File: src/rtl/iq_upconverter.sv
// iq_upconverter: I*cos - Q*sin quadrature upconverter with zero-order-held baseband input
// Ports:
//   i_clk, reset (async, active-low), i_ce (shared with the NCO)
//   i_cos/i_sin   : signed NCO samples
//   i_bb_i/i_bb_q : signed baseband symbol, offered with i_bb_valid / o_bb_ready
//   o_sample      : rounded, saturated modulated output
//   o_valid       : o_sample came from a live (held) symbol
//   o_underrun    : sticky, a hold period ended with no new symbol
module iq_upconverter #(
  parameter int HOLD_CYCLES = 8,
  parameter int BB_W        = 16,
  parameter int NCO_W       = 17,
  parameter int OUT_W       = 17
) (
  input  logic                    i_clk,
  input  logic                    reset,
  input  logic                    i_ce,
  input  logic signed [NCO_W-1:0] i_cos,
  input  logic signed [NCO_W-1:0] i_sin,
  input  logic signed [BB_W-1:0]  i_bb_i,
  input  logic signed [BB_W-1:0]  i_bb_q,
  input  logic                    i_bb_valid,
  output logic                    o_bb_ready,
  output logic signed [OUT_W-1:0] o_sample,
  output logic                    o_valid,
  output logic                    o_underrun
);
  localparam int CW  = $clog2(HOLD_CYCLES);
  localparam int P_W = BB_W + NCO_W;
  localparam int S_W = P_W + 1;
  localparam logic [CW-1:0] LAST = CW'(HOLD_CYCLES - 1);
  localparam logic signed [S_W-1:0] MAXV = S_W'((2 ** (OUT_W - 1)) - 1);
  localparam logic signed [S_W-1:0] MINV = -MAXV - S_W'(1);
  localparam logic signed [S_W-1:0] HALF = S_W'(2 ** (BB_W - 2));
  typedef enum logic {IDLE, RUN} state_e;
  state_e                  state_q;
  logic [CW-1:0]           cnt_q;
  logic signed [BB_W-1:0]  sym_i_q, sym_q_q;
  logic                    underrun_q;
  logic signed [NCO_W-1:0] cos1_q, sin1_q;
  logic signed [BB_W-1:0]  i1_q, q1_q;
  logic                    tag1_q, tag2_q, tag3_q, valid_q;
  logic signed [P_W-1:0]   pi2_q, pq2_q;
  logic signed [S_W-1:0]   sum3_q, rnd_d, sh_d;
  logic signed [OUT_W-1:0] sample_d, sample_q;
  wire term = state_q == RUN && cnt_q == LAST;
  assign o_bb_ready = state_q == IDLE || term;
  assign o_sample   = sample_q;
  assign o_valid    = valid_q;
  assign o_underrun = underrun_q;
  // Symbol hold FSM: a new symbol at terminal count replaces the old one with no gap.
  always_ff @(posedge i_clk or negedge reset) begin
    if (!reset) begin
      state_q    <= IDLE;
      cnt_q      <= '0;
      sym_i_q    <= '0;
      sym_q_q    <= '0;
      underrun_q <= 1'b0;
    end else if (i_ce) begin
      if (i_bb_valid && o_bb_ready) begin
        state_q <= RUN;
        cnt_q   <= '0;
        sym_i_q <= i_bb_i;
        sym_q_q <= i_bb_q;
      end else if (term) begin
        state_q    <= IDLE;
        cnt_q      <= '0;
        sym_i_q    <= '0;
        sym_q_q    <= '0;
        underrun_q <= 1'b1;
      end else if (state_q == RUN) begin
        cnt_q <= cnt_q + CW'(1);
      end
    end
  end
  // Round half-up, then drop BB_W-1 fraction bits and clamp to the DAC range.
  always_comb begin
    rnd_d    = sum3_q + HALF;
    sh_d     = rnd_d >>> (BB_W - 1);
    sample_d = sh_d > MAXV ? OUT_W'(MAXV) : sh_d < MINV ? OUT_W'(MINV) : OUT_W'(sh_d);
  end
  always_ff @(posedge i_clk or negedge reset) begin
    if (!reset) begin
      cos1_q   <= '0;
      sin1_q   <= '0;
      i1_q     <= '0;
      q1_q     <= '0;
      tag1_q   <= 1'b0;
      pi2_q    <= '0;
      pq2_q    <= '0;
      tag2_q   <= 1'b0;
      sum3_q   <= '0;
      tag3_q   <= 1'b0;
      sample_q <= '0;
      valid_q  <= 1'b0;
    end else if (i_ce) begin
      cos1_q   <= i_cos;
      sin1_q   <= i_sin;
      i1_q     <= sym_i_q;
      q1_q     <= sym_q_q;
      tag1_q   <= state_q == RUN;
      pi2_q    <= P_W'(i1_q) * P_W'(cos1_q);
      pq2_q    <= P_W'(q1_q) * P_W'(sin1_q);
      tag2_q   <= tag1_q;
      sum3_q   <= S_W'(pi2_q) - S_W'(pq2_q);
      tag3_q   <= tag2_q;
      sample_q <= sample_d;
      valid_q  <= tag3_q;
    end
  end
endmodule

File: config.mk
export PLATFORM = sky130hd
export DESIGN_NAME = iq_upconverter
export DESIGN_NICKNAME = d
export VERILOG_FILES = /design/src/rtl/iq_upconverter.sv
export SDC_FILE = /design/constraint.sdc
export NUM_CORES = 2
export LEC_CHECK = 0
export ABC_AREA = 1
export CAP_MARGIN = 20
export CORE_ASPECT_RATIO = 0.5
export CORE_UTILIZATION = 45
export DETAILED_ROUTE_END_ITERATION = 7
export HOLD_SLACK_MARGIN = 0.15
export PLACE_DENSITY = 0.68
export SETUP_SLACK_MARGIN = 0.3
export SYNTH_ARGS = -nofsm -noshare
export SYNTH_HDL_FRONTEND = slang
export SYNTH_SLANG_ARGS = --single-unit
File: constraint.sdc
create_clock -name i_clk -period 9 [get_ports i_clk]
set_input_delay 1.35 -clock i_clk [delete_from_list [all_inputs] [get_ports i_clk]]
set_output_delay 1.35 -clock i_clk [all_outputs]
set_load 0.005 [all_outputs]
* Word-level counts from Yosys, hierarchy flattened
Cells that the tools add are included.
** Storage, ports and cells
- Memories kept :: 0
- Input bits :: 70
- Memory bits (read-only) :: 0
- Flip-flop bits (word level) :: 224
- Bits in latches :: 0
- Memory bits (writable) :: 0
- Output and inout port bits :: 20
- Logic and storage cells :: 45
** Operators by class
- Reductions and logical operators :: 8
- Mux-type cells :: 10
- $add $sub $neg :: 3
- Shifts and indexed selects :: 0
- Bitwise operators :: 2
- Eq/ne operators :: 1
- Div/mod/pow operators :: 0
- $lt $le $gt $ge :: 2
- Multipliers :: 2
** Operator list (number)
- 16-bit by 17-bit multiplier with 33-bit output :: 2
- 16-bit 2-to-1 mux :: 3
- 34-bit by 16-bit adder with 34-bit output, second input constant :: 1
- 17-bit 2-to-1 mux :: 2
- 33-bit by 33-bit subtractor with 34-bit output :: 1
- 19-bit by 17-bit greater-than comparator with 1-bit output, second input constant :: 1
- 19-bit by 17-bit less-than comparator with 1-bit output, second input constant :: 1
- 3-bit 2-to-1 mux :: 3
- 2-bit AND reduction :: 2
- 3-bit by 1-bit adder with 3-bit output, second input constant :: 1
- 3-bit equality test, second input constant :: 1
- 3-bit AND reduction :: 1
- 3-bit nonzero test :: 1
- 1-bit logical AND :: 2
- 1-bit 2-to-1 mux :: 2
- 1-bit inverter :: 2
- 2-bit nonzero test :: 1
- 1-bit logical OR :: 1

* Longest topological paths before layout
- Depth in word-level cells :: 6
- Depth in mapped cells :: 28
- Depth with buffers taken out :: 26

* Worst setup path after synthesis
No wires, ideal clock.
- Kind :: reg-to-reg
- Start :: register sin1_q[16]
- End :: register pq2_q[24]
- Slack :: 3.265 ns
- Setup time :: 0.130 ns
- Buffers on the path :: 2
- Arrival time :: 5.605 ns
- Stages on the path, launching flop included :: 22
- Cells stage by stage :: dfrtp_1 -> clkbuf_1 -> clkbuf_1 -> nand2_1 -> inv_1 -> fa_1 -> fa_1 -> fa_1 -> fa_1 -> fa_1 -> inv_1 -> fa_1 -> inv_1 -> ha_1 -> a21o_1 -> nor2_1 -> nand2_1 -> inv_1 -> nand3_1 -> or2_2 -> nand3_1 -> o21ai_0
** On the way
- Cells in the longest elaborated chain, start to end :: 1
** RTL lines
- start: declaration :: line 40 : logic signed [NCO_W-1:0] cos1_q, sin1_q;
- start signal: assignment :: line 98 : sin1_q <= i_sin;
- 16-bit by 17-bit multiplier with 33-bit output :: line 103 : pq2_q <= P_W'(q1_q) * P_W'(sin1_q);
- end signal: assignment :: line 103
- end: declaration :: line 43 : logic signed [P_W-1:0] pi2_q, pq2_q;
Every way passes these cells.
A chain may end at the register's enable or synchronous reset.

* Worst setup path in the final report
- Start :: register i1_q[1]
- End :: register pi2_q[31]
** On the way
- Cells in the longest elaborated chain, start to end :: 1
** RTL lines
- start: declaration :: line 41 : logic signed [BB_W-1:0] i1_q, q1_q;
- start signal: assignment :: line 99 : i1_q <= sym_i_q;
- 16-bit by 17-bit multiplier with 33-bit output :: line 102 : pi2_q <= P_W'(i1_q) * P_W'(cos1_q);
- end signal: assignment :: line 102
- end: declaration :: line 43
Every way passes these cells.

==> run_results.csv <==
group,metric,value,unit
status,status,"complete, no violations",
timing,slew_viol_final,0,
timing,rsz0062_at_grt,"false",
drt,highest_layer,"met4",
yosys,synth_cells,4319,
clock_tree,post-cts-setup-buffer-count,0,
yosys,yosysUniqueCellTypes,43,
grt,antenna_found_initial,0,
timing,clock.fmax,0.158,GHz
cells_and_area,synthToLayoutAreaGrowth,7.20,%
worst_setup_path,required,9.44,ns
yosys,ys.flop_type,"dfrtp_1",
yosys,avgSynthCellArea,7.57,sq um
floorplanning,die_w,383,um
timing,slew_headroom,36.5,%
yosys,syn_area,0.0327,sq mm
timing,min_period,6.32,ns
worst_setup_path,critPathMaxStageDelay,0.77,ns
drt,ant_nets,0,
worst_setup_path,crit_chain,"nand2_1, inv_1, fa_1, fa_1, inv_1, fa_1, inv_1, fa_1, inv_1, fa_1, inv_1, fa_1, ha_1, inv_1, nor3_1, nand2_1, nor2_1, nor2_1, nand2_1, nand2_1, nand3_1, nand2_1",
drt,drt-pass1-iter-count,7,
drt,vias_per_cell,5.05,
yosys,synth_edf_count,0,
drt,wl_met3,5.28,mm
placement,dp_hpwl,70.7,mm
placement,gp_congestion,0.941,
grt,grt_pass1_wl,145,mm
worst_setup_path,cp-start-kind,"flip-flop",
cells_and_area,final_nets,5089,
timing,min_period_over_period,70.3,%
timing,finClkSkew,0.0226,ns
drt,met1_length,39.2,mm
drt,drc,0,
clock_tree,cts_tree,"yes",
yosys,yosys.area.top_type,"fa_1",
worst_setup_path,endpoint_kind,"flip-flop",
grt,grt_pass1_vias,28100,
timing,hold_viol_final,0,
clock_tree,holdBufCountCts,0,
clock_tree,cts_sinks,210,
floorplanning,io_pins,90,
yosys,syn_nets,5144,
yosys,yosysWarnings,0,
placement,dpl-instance-area,0.0342,sq mm
drt,totalWireLength,86.3,mm
cells_and_area,final_cell_area,0.0351,sq mm
clock_tree,numCtsBuffers,25,
timing,setup_tns,0,ns
grt,grt_use_total,24.8,%
drt,num_vias,26500,
worst_setup_path,cp_top_family,"adder cells",
placement,io_buffers,89,
yosys,seq_area_frac_synth,16.1,%
clock_tree,htree_levels,1,
timing,finalSetupViolCount,0,
clock_tree,clockBufferDepth,3,
worst_setup_path,critPathKind,"flip-flop to flip-flop",
timing,tightest_slew,0.951,ns
clock_tree,post_cts_resized,0,
cells_and_area,drive_gt1_share,2.15,%
drt,routedWlPerCell,16.5,um
drt,drt_iter0_drc,1774,
grt,grt_overflow,0,
grt,grt_max_degree,95,
worst_setup_path,worst-path-max-fanout,18,
floorplanning,coreArea,0.0715,sq mm
yosys,synth_area_leaders,"fa_1 (34%), dfrtp_1 (16%), nand2_1 (15%), inv_1 (12%), ha_1 (7.8%)",
clock_tree,path_clk_slew,0.06,ns
worst_setup_path,crit_buf_inv,6,
worst_setup_path,critPathSlowestCell,"dfrtp_1",
yosys,post-synth-top-count-cell,"nand2_1",
yosys,synthArstFlopShare,100,%
drt,dr_wl_met2,39.9,mm
floorplanning,placementRows,69,
floorplanning,dieArea,0.0738,sq mm
floorplanning,die_h,193,um
worst_setup_path,cp_data_arrival_time,6.77,ns
clock_tree,root_buffer,"clkbuf_16",
clock_tree,clk_latency,0.57,ns
yosys,synth_seq_cells,210,
yosys,synth_common_cells,"nand2_1 (1322), inv_1 (1064), fa_1 (552)",
floorplanning,start_util,45.8,%
worst_hold_path,hold_path_class,"flip-flop to flip-flop",
yosys,yosysTopAreaCellShare,33.8,%
flow_run,max_cap_violations,0,
-- worst min-delay path, stage by stage (launching register included) --
cell and delay, ns:
dfrtp_1 0.34, nand2_1 0.05, nand2_1 0.05
-- cell type report --
cell class                      count  area [sq um]
Timing Repair Buffer               97           977
Inverter                         1067          4010
Multi-Input combinational cell   2863         22800
Antenna cell                        1          2.50
Fill cell                        6989         36400
Tap cell                          958          1200
Sequential cell                   210          5260
Clock inverter                     13           149
Clock buffer                       32           722
-- routing by layer --
layer | track usage [%] | vias up
li1 | - | 12500
met1 | 34.3 | 13100
met2 | 41.5 | 736
met3 | 3.53 | 135
met4 | 5.63 | 0
met5 | 0 | -
-- metrics by stage --
step,hold WS (ns),std cells,worst slack (ns),utilization (%)
6_report,0.473,5241,2.68,49.1
5_1_grt,0.492,5240,2.21,49.1
4_1_cts,0.477,5240,2.68,49.1
3_5_place_dp,0.462,5195,2.71,47.8
3_3_place_gp,0.452,5194,2.80,47.8
2_1_floorplan,0.442,4319,3.26,-
-- registers in the layout, summed over array words and instances, names as in the netlist --
signal and cells:
pi2_q 33, pq2_q 33, sum3_q 20, cos1_q 17, o_sample 17, sin1_q 17
i1_q 16, q1_q 16, sym_i_q 16, sym_q_q 16, cnt_q 3, o_underrun 1
o_valid 1, state_q 1, tag1_q 1, tag2_q 1, tag3_q 1
-- worst paths after layout --
path | depth (start not counted) | slack [ns] | endpoint | from
max | 22 | 2.68 | pi2_q[31] | i1_q[1]
min | 2 | 0.47 | q1_q[13] | sym_q_q[13]
max reg2reg | 22 | 2.68 | pi2_q[31] | i1_q[1]
min reg2reg | 2 | 0.47 | q1_q[13] | sym_q_q[13]
max in group asynchronous | 2 | 6.80 | pq2_q[3] | reset
min in group asynchronous | 1 | 0.82 | o_underrun | reset
-- cell usage in the layout, fill, tap and decap left out, types with 4 or more instances in the layout --
| cell type | Yosys | layout |
|---|---|---|
| nor4_1 | 6 | 6 |
| o21bai_1 | 18 | 18 |
| nand2_1 | 1322 | 1322 |
| a21oi_2 | 10 | 10 |
| xor2_1 | 21 | 21 |
| a21boi_0 | 5 | 5 |
| o21ai_1 | 5 | 5 |
| nor3_1 | 18 | 18 |
| nand3_1 | 179 | 179 |
| nand3b_1 | 11 | 11 |
| clkbuf_8 | 0 | 7 |
| a21oi_1 | 99 | 99 |
| nor2_1 | 190 | 190 |
| xnor2_1 | 29 | 29 |
| dfrtp_1 | 210 | 210 |
| buf_4 | 0 | 7 |
| a21o_1 | 11 | 11 |
| fa_1 | 552 | 552 |
| o21ai_0 | 106 | 106 |
| nand4_1 | 29 | 29 |
| clkinvlp_4 | 0 | 5 |
| clkbuf_16 | 0 | 25 |
| o21a_1 | 6 | 6 |
| ha_1 | 203 | 203 |
| inv_1 | 1064 | 1063 |
| or2_2 | 8 | 8 |
| a31oi_1 | 7 | 7 |
| inv_6 | 0 | 4 |
| clkdlybuf4s50_1 | 0 | 87 |
-- cell families (layout without fill, tap and decap cells) --
logic type      Yosys count  in the layout  share of synthesized area [%]
other cells               0              1                              0
buf+inv                1246           1209                           14.4
compound gates          274            274                           4.71
simple gates           1784           1784                           22.0
fa+ha+maj               755            755                           41.5
flops                   210            210                           16.1
xor+xnor                 50             50                           1.34
Power is left out: the tool's default activity adds up to more than one toggle a clock period on the data nets, which glitch-free logic cannot reach.
